File: config.mk
export PLATFORM = sky130hd
export DESIGN_NAME = if_pc_stage
export DESIGN_NICKNAME = d
export VERILOG_FILES = /design/src/rtl/if_pc_stage.sv
export SDC_FILE = /design/constraint.sdc
export NUM_CORES = 1
export LEC_CHECK = 0
export ABC_AREA = 1
export BUFFER_PORTS_ARGS = -buffer_cell sky130_fd_sc_hd__buf_2
export CAP_MARGIN = 20
export CORE_UTILIZATION = 30
export CTS_CLUSTER_SIZE = 12
export DETAILED_ROUTE_END_ITERATION = 8
export PLACE_DENSITY = 0.53
export SETUP_SLACK_MARGIN = 0.4
export SLEW_MARGIN = 5
export SYNTH_ARGS = -nofsm -noshare
export SYNTH_HDL_FRONTEND = slang
export SYNTH_SLANG_ARGS = --single-unit
File: constraint.sdc
create_clock -name clk -period 2.75 [get_ports clk]
set_input_delay 0.275 -clock clk [delete_from_list [all_inputs] [get_ports clk]]
set_output_delay 0.275 -clock clk [all_outputs]
set_load 0.02 [all_outputs]
File: src/rtl/if_pc_stage.sv
// if_pc_stage: holds the PC, fetches one instruction over req/ack into IR and commits the next PC on EXEC exit
module if_pc_stage #(
   parameter logic [31:0] RESET_PC    = 32'h0000_3000,
   parameter int          ACK_TIMEOUT = 16
) (
   input  logic        clk,
   input  logic        rst,
   input  logic [1:0]  npc_sel,
   input  logic [31:0] ext_imm,
   input  logic [31:0] rs_data,
   input  logic        stall,
   output logic        imem_req,
   output logic [31:0] imem_addr,
   input  logic        imem_ack,
   input  logic [31:0] imem_rdata,
   output logic [31:0] pc,
   output logic [31:0] pc_plus4,
   output logic [31:0] instr,
   output logic [5:0]  opcode,
   output logic [5:0]  funct,
   output logic        instr_valid,
   output logic        misalign,
   output logic        fetch_err
);
   localparam int CW = $clog2(ACK_TIMEOUT + 1);
   localparam logic [1:0] FETCH = 2'd0, EXEC = 2'd1, ERR = 2'd2;
   logic [1:0]    state;
   logic          run;
   logic [CW-1:0] cnt;
   logic [31:0]   npc;
   logic          exit_exec;
   // run keeps imem_req low until the first clock after reset is released
   assign imem_req    = run && state == FETCH;
   assign imem_addr   = pc;
   assign pc_plus4    = pc + 32'd4;
   assign opcode      = instr[31:26];
   assign funct       = instr[5:0];
   assign instr_valid = state == EXEC;
   assign fetch_err   = state == ERR;
   assign exit_exec   = instr_valid && !stall;
   assign misalign    = exit_exec && npc_sel == 2'b11 && |rs_data[1:0];
   always_comb
      npc = npc_sel == 2'b00 ? pc_plus4 :
            npc_sel == 2'b01 ? pc_plus4 + {ext_imm[29:0], 2'b00} :
            npc_sel == 2'b10 ? {pc_plus4[31:28], instr[25:0], 2'b00} :
                               {rs_data[31:2], 2'b00};
   always_ff @(posedge clk or posedge rst)
      if (rst) begin
         state <= FETCH;
         run   <= 1'b0;
         cnt   <= '0;
         pc    <= RESET_PC;
         instr <= '0;
      end else begin
         run <= 1'b1;
         if (imem_req) begin
            if (imem_ack) begin
               instr <= imem_rdata;
               cnt   <= '0;
               state <= EXEC;
            end else if (cnt == CW'(ACK_TIMEOUT - 1))
               state <= ERR;
            else
               cnt <= cnt + 1'b1;
         end else if (exit_exec) begin
            pc    <= npc;
            state <= FETCH;
         end
      end
endmodule

# --- Word level (Yosys, flattened, before mapping) ---
# Index checks and enable logic that the tools add are counted.
op_classes:
  reduce_logical: 13
  add_sub_neg: 3
  n_mux: 9
  bitwise: 1
  eq_ne: 8
ops:
  columns: ["op", "count"]
  rows:
  - ["$mux 32", 3]
  - ["$add 32x3->32 const B", 1]
  - ["$add 32x32->32", 1]
  - ["$mux 5", 2]
  - ["$mux 2", 4]
  - ["$reduce_and 2->1", 4]
  - ["$eq 2x2->1 const B", 3]
  - ["$add 5x1->5 const B", 1]
  - ["$eq 5x4->1 const B", 1]
  - ["$eq 2x1->1 const B", 2]
  - ["$logic_and 1x1->1", 4]
  - ["$logic_not 2->1", 2]
  - ["$ne 3x1->1 const B", 1]
  - ["$ne 2x2->1 const B", 1]
  - ["$reduce_bool 2->1", 1]
  - ["$reduce_or 2->1", 1]
  - ["$logic_not 1->1", 1]
  - ["$not 1->1", 1]
word_totals:
  regBits: 72
  input_bits: 102
  word_cells: 39

# --- Logic depth before layout (Yosys ltp) ---
# Gate-level depths: netlist of run 1.
depth:
  word_depth: 4
  mapped_depth: 24

# --- Least setup slack after synthesis of run 1 ---
# Ideal clock, no wire load.
synth_path:
  kind: "reg2reg"
  from: "reg pc[3], in the netlist imem_addr[3]"
  to: "reg pc[23], in the netlist imem_addr[23]"
  t_required_ps: 2684
  t_arrival_ps: 2980
  n_path_buf: 0
  setup_time_ps: 66
  stages_incl_launch_ff: 19
  path_slack_ps: -296
  period_less_slack_ps: 3046
  cell_sequence: "dfrtp_1 -> ha_1 -> nand2_2 -> nor2_4 -> nand2_4 -> nor2_2 -> xor2_1 -> ha_1 -> a21oi_1 -> nand2_1 -> a21oi_1 -> nand2_1 -> nand2_1 -> nand2_1 -> nand2_1 -> nand2_1 -> o21ai_0 -> nand2_1 -> nand2_1"
synth_between:
  elab_chain_cells: 4
synth_lines:
  columns: ["element", "line", "text"]
  rows:
  - ["start, declared", "16", "output logic [31:0] pc,"]
  - ["start signal, assigned", "66", "pc <= npc;"]
  - ["$add 32x3->32", "35", "assign pc_plus4 = pc + 32'd4;"]
  - ["net pc_plus4[10]", "17", "output logic [31:0] pc_plus4,"]
  - ["$add 32x32->32", "44", "npc_sel == 2'b01 ? pc_plus4 + {ext_imm[29:0], 2'b00} :"]
  - ["$mux 32", "44", null]
  - ["$mux 32", "43", "npc = npc_sel == 2'b00 ? pc_plus4 :"]
# The timed path passes the listed nets, and every way through them passes these cells.
# A chain may end at the register's enable or synchronous reset.

# --- Worst setup path in the final report of run 1 ---
layout_path:
  from: "reg pc[12], in the netlist imem_addr[12]"
  to: "reg pc[21], in the netlist imem_addr[21]"
layout_between:
  elab_chain_cells: 4
layout_lines:
  columns: ["element", "line"]
  rows:
  - ["$add 32x3->32 *", "35"]
  - ["$add 32x32->32", "44"]
  - ["$mux 32", "44"]
  - ["$mux 32 *", "43"]
# Every way passes the cells marked *; elsewhere a longest branch is shown, timed or not.

==> flow_metrics.tcl, run 1 <==
set metrics [dict create \
    synth_mux_area_share_pct 5.18 \
    clock_latency_ns 0.34 \
    cts_sinks 70 \
    cts_tree "done" \
    cp-start-kind "register" \
    cap_viol_max_count 0 \
    clock_skew_ns 0.00747 \
    postLayoutCellArea_um2 11200 \
    ios 246 \
    finalSetupTns_ns -2.19 \
    cts_root_buffer "clkbuf_16" \
    die_height_um 152 \
    hold_class "in2async" \
    grt_start_max_net_pins 38 \
    synth_seq_cells 70 \
    ant_nets 0 \
    synth.cell_area_um2 6740 \
    fin_ws_ns -0.199 \
    cp_slowest_stage_delay_ns 0.56 \
    die_area_um2 23100 \
    path_common_cell "nand2_1" \
    cts.clk_slew.worst_paths_ns 0.06 \
    syn_avg_cell_area_um2 6.60 \
    vias 8062 \
    placed_cells 1634 \
    grt_util_all_layers_pct 23.8 \
    power.leakage_nw 6.13 \
    synth_top_area_cell "dfrtp_1" \
    yosysUniqueCellTypes 51 \
    rsz0062_at_grt "true" \
    nFillCells 2160 \
    place_area_um2 9310 \
    n_antenna_cell 0 \
    start_util_pct 30.7 \
    row_count 54 \
    worstSetupEndpointType "register" \
    antenna_found_initial 0 \
    wl_per_cell_um 16.7 \
    drt_wl_total_um 28200 \
    synthAdderAreaFrac_pct 7.35 \
    status "finished, violations left" \
    fin_crit_ns 2.95 \
    slew_violations 0 \
    dr.first_iter.drc_count 497 \
    finalCritPeriodShare_pct 107 \
    cp_top_family "simple AND/OR/NAND/NOR gates" \
    cts_hold_buf 0 \
    grt_pass1_vias 7751 \
    place_congestion 0.965 \
    yosysSeqAreaShare_pct 26.0 \
    area_growth_pct 66.8 \
    synthesis.instances 1022 \
    max_freq_mhz 339 \
    yosysTopAreaCellShare_pct 25.2 \
    power_w 0.00419 \
    drive_above_1_share_pct 54.8 \
    stdcell_count 1685 \
    synth_compound_area_share_pct 12.3 \
    grt_pass1_wl_um 42500 \
    drc 18 \
    layout.nets 1541 \
    port_buffers 237 \
    coreArea_um2 22000 \
    hold_viol 0 \
    power_density_nw_per_um2 372 \
    crit_arrival_ns 3.18 \
    path_buf_inv 4 \
    setup_viol 18 \
    cts_made_buffers 9 \
    ys.warnings.count 0 \
    worstPathRequired_ns 2.98 \
    synth-xor-area-share_pct 3.62 \
    path_max_fanout 4 \
    firstDrtPassIters 7 \
    clock_path_buffers 2 \
    fp.dieW_um 152 \
    violations "DRC, setup timing" \
    cts_max_level 3 \
    cp_slowest_cell "dfstp_2" \
    yosys.area_share.simple_pct 31.7 \
    grt-ovfl-total 0 \
    vdd_drop_max_uv 286 \
    dp_hpwl_um 22100 \
    viasPerCell 4.78 \
    critical_path_class "reg2reg" \
    relSlewSlack_pct 42.5 \
    worst_pin_slew_ns 0.862 \
    synth_top_family_by_area "simple AND/OR/NAND/NOR gates" \
    crit_chain "buf_6, nand2_4, nor2_4, nand2_4, nor3_4, buf_6, xnor2_2, inv_2, ha_4, nand2_4, buf_6, nor2_4, and2_4, nand4_1, nand3_1, nand2_1, nand3_2, nand2_1, nand2_1, nand2_1" \
    synth_area_leaders "dfrtp_1 (25%), nand2_1 (18%), ha_1 (7.1%)" \
]
==> path summary, 6_finish.rpt <==
| check | from | end | slack [ns] | cells after the start |
|---|---|---|---|---|
| min in group clk | imem_ack | state[1] | 0.15 | 2 |
| max in group asynchronous | rst | imem_addr[9] | 2.07 | 3 |
| worst min-delay path | rst | imem_addr[30] | 0.02 | 2 |
| worst min register to register | state[0] | state[0] | 0.50 | 2 |
| worst max-delay path | imem_addr[12] | imem_addr[21] | -0.20 | 20 |
| worst max register to register | imem_addr[12] | imem_addr[21] | -0.20 | 20 |
==> per-layer routing <==
metal | global-route usage [%] | share of wire (%) | wire (um) | vias up
met5 | 0 | 0 | 0 | -
met4 | 6.90 | 2.1 | 599 | 0
met3 | 3.17 | 6.6 | 1870 | 35
met2 | 38.1 | 46 | 12900 | 283
met1 | 33.4 | 46 | 12900 | 3780
li1 | - | - | - | 3964
==> timing repair <==
item / in CTS / in global routing
pin swaps: 66 / 97
setup endpoints to repair: 39 / 47
resized for setup: 220 / 152
setup buffers: 23 / 12
==> where the power goes <==
group | total [W] | internal, W | switching [W]
sequential | 0.00110 | 0.00107 | 0.0000331
clock | 0.00120 | 0.000726 | 0.000474
combinational | 0.00189 | 0.000815 | 0.00107
total | 0.00419 | 0.00261 | 0.00158
==> area by class of cell <==
| cell class | instances | area (um2) | share of cell area, % |
|---|---|---|---|
| repair buffers | 432 | 2880 | 25.6 |
| clock inverters | 4 | 47.5 | 0.423 |
| inverters | 125 | 478 | 4.25 |
| well taps | 280 | 350 | 3.12 |
| clock buffers | 12 | 246 | 2.19 |
| multi-input cells | 762 | 5480 | 48.7 |
| flip-flops and latches | 70 | 1760 | 15.7 |
==> layout by cell type (no fill, tap or decap), drive strengths merged, types with 2 or more instances in the layout <==
master,n
or2,3
xor2,22
o22ai,8
ha,38
o221ai,2
dfstp,2
a21boi,3
nand2,327
conb,7
buf,432
a21o,2
o21bai,8
mux2,31
clkinv,3
inv,124
dfrtp,68
nand3b,7
nand3,52
o211ai,5
clkbuf,12
nor3,9
nor2,94
o21ai,54
a21oi,62
nand4,11
xnor2,5
and2,4
==> metrics by stage <==
step | utilization (%) | hold slack [ns] | setup slack (ns)
after floorplan | - | 0.373 | 0.0193
after global placement | 42.4 | 0.405 | -0.311
after detailed placement | 42.4 | 0.396 | -0.325
after CTS | 48.2 | 0.0339 | -0.142
after global routing | 51.2 | 0.0719 | -0.383
final | 51.2 | 0.0215 | -0.199
==> kinds of logic after synthesis <==
kind of cell	Yosys count
multiplexers	31
AND/OR/NAND/NOR	509
AO/OA/AOI/OAI	149
other	2
flip-flops	70
buffers and inverters	195
XOR/XNOR	27
adder cells (fa/ha/maj)	39
==> cells in the mapped netlist, drive strengths merged <==
cell type and n:
a21boi 3, a21o 2, a21oi 62, a22oi 1
a2bb2oi 1, a31oi 1, and2 4, and3 1
buf 58, clkbuf 12, conb 2, dfrtp 68
dfstp 2, fa 1, ha 38, inv 125
mux2 31, nand2 327, nand3 52, nand3b 7
nand4 11, nor2 94, nor3 9, nor3b 1
o211ai 5, o21a 1, o21ai 54, o21bai 8
o221ai 2, o22ai 8, o31ai 1, or2 3
xnor2 5, xor2 22
==> flip-flops by register name (all words and copies together) (netlist names) <==
register,flops
imem_addr,30
instr,32
run,1
state,2
cnt,5
Note: power is estimated with default switching activity, not from simulation.
==> run 2, diff against run 1 <==
PLACE_DENSITY = 0.51   (was 0.53)
REMOVE_ABC_BUFFERS = 1   (was default)
clock period = 3.7 ns   (was 2.75 ns; I/O delays follow)
==> flow_metrics.tcl, run 2 (same netlist as run 1, synthesis figures left out) <==
set metrics [dict create \
    status "finished, violations left" \
    violations "DRC" \
    slew_violations 0 \
    drive_above_1_share_pct 31.2 \
    cts_max_level 3 \
    ant_nets 0 \
    r2r_cells 18 \
    crit_arrival_ns 3.41 \
    setup_viol 0 \
    hold_viol 0 \
    port_buffers 237 \
    layout.nets 1370 \
    postLayoutCellArea_um2 8620 \
    coreArea_um2 22000 \
    area_growth_pct 27.8 \
    drc 4 \
    cts.clk_slew.worst_paths_ns 0.07 \
    grt-ovfl-total 0 \
    cts_tree "done" \
    rsz0062_at_grt "true" \
    vias 7147 \
    dr.first_iter.drc_count 389 \
    fp.dieW_um 152 \
    relSlewSlack_pct 36.3 \
    finalSetupTns_ns 0 \
    seqCellArea_um2 1760 \
    cts_sinks 70 \
    clock_path_buffers 2 \
    cp-start-kind "register" \
    final_cell_mix "nand2_1 (319), buf_2 (237), inv_1 (119), nor2_1 (76)" \
    grt_pass1_vias 6671 \
    place_congestion 0.887 \
    worstSetupEndpointType "register" \
    firstDrtPassIters 7 \
    stdcell_count 1516 \
    cts_made_buffers 9 \
    max_freq_mhz 315 \
    die_height_um 152 \
    dp_hpwl_um 20400 \
    multi_input_area_um2 4350 \
    cts_root_buffer "clkbuf_16" \
    drt_wl_total_um 25000 \
    clock_latency_ns 0.35 \
    finalCritPeriodShare_pct 85.7 \
    power_density_nw_per_um2 306 \
    antenna_found_initial 1 \
    path_max_fanout 6 \
    rrSetupSlack_ns 0.53 \
    viasPerCell 4.71 \
    cap_viol_max_count 0 \
    hold_class "in2async" \
    grt_pass1_wl_um 37900 \
    wl_per_cell_um 16.5 \
    place_area_um2 7940 \
    clock_skew_ns 0.00739 \
    post-route-util_pct 39.2 \
    start_util_pct 30.7 \
    critical_path_class "reg2reg" \
    largest_reg_flops 32 \
    placed_cells 1486 \
    worst_pin_slew_ns 0.955 \
    fin_crit_ns 3.17 \
    mostFrequentLayoutCell "nand2_1" \
    grt_start_max_net_pins 48 \
    vdd_drop_max_uv 170 \
    die_area_um2 23100 \
    row_count 54 \
    top_register "instr" \
    power.leakage_nw 4.97 \
    rr_startpoint "imem_addr[17]" \
    nFillCells 2360 \
    grt_util_all_layers_pct 21.5 \
    worstPathRequired_ns 3.94 \
    ios 246 \
    r2r_end "imem_addr[21]" \
]
## run 2: report_power, final
part	internal, W	switching, W
clock network	0.000539	0.000394
registers	0.000791	0.0000495
logic	0.000299	0.000563
## run 2: final cells by class
class | count | share of cell area, %
clock inverters | 7 | 1.00
repair buffers | 261 | 15.9
well taps | 280 | 4.07
flip-flops and latches | 70 | 20.5
inverters | 125 | 5.45
diodes | 2 | 0.0581
multi-input cells | 762 | 50.5
clock buffers | 9 | 2.61
## run 2: worst max-delay path by stage
stage | startpoint | end | slack (ns) | depth (start not counted)
floorplan | imem_addr[3] | imem_addr[23] | 0.49 | 18
global placement | imem_addr[3] | imem_addr[21] | 0.34 | 19
detailed placement | imem_addr[3] | imem_addr[21] | 0.26 | 19
CTS | imem_addr[13] | imem_addr[21] | 0.40 | 18
global route | imem_addr[3] | imem_addr[21] | 0.35 | 19
finish | imem_addr[17] | imem_addr[21] | 0.53 | 18
## run 2: timing repair
| action | CTS | global route |
|---|---|---|
| endpoints found under the setup margin | 11 | 21 |
| resized for setup | 7 | 49 |
| buffers inserted | 2 | 10 |
| hold buffers | 0 | 0 |
| pin swaps | 1 | 6 |
## run 2: metrics by stage
| stage | power [W] | setup slack [ns] | hold slack [ns] |
|---|---|---|---|
| floorplan | 0.00135 | 0.488 | 0.464 |
| global placement | 0.00166 | 0.340 | 0.437 |
| detailed placement | 0.00166 | 0.262 | 0.433 |
| CTS | 0.00261 | 0.402 | 0.0567 |
| global route | 0.00279 | 0.350 | 0.0897 |
| finish | 0.00264 | 0.528 | 0.0391 |
## run 2: routing by layer
layer / vias to the layer above / track usage (%) / share of wire (%)
li1: 3645 / - / -
met1: 3290 / 28.8 / 46
met2: 187 / 35.7 / 47
met3: 25 / 2.60 / 4.8
met4: 0 / 7.14 / 2.0
met5: - / 0 / 0
## run 2: critical path, cell delays in order (launching register included)
cell and delay [ns]:
dfrtp_1 0.56, nand2_1 0.10, nor2_1 0.24, nand2_2 0.13, nor3_4 0.22, nand3_2 0.12
xor2_2 0.20, inv_2 0.09, ha_4 0.29, nand2_1 0.13, nor2_4 0.16, and2_1 0.18
nand4_1 0.14, nand3_1 0.13, nand2_1 0.05, nand3_1 0.13, nand2_1 0.08, nand2_1 0.06
nand2_1 0.04
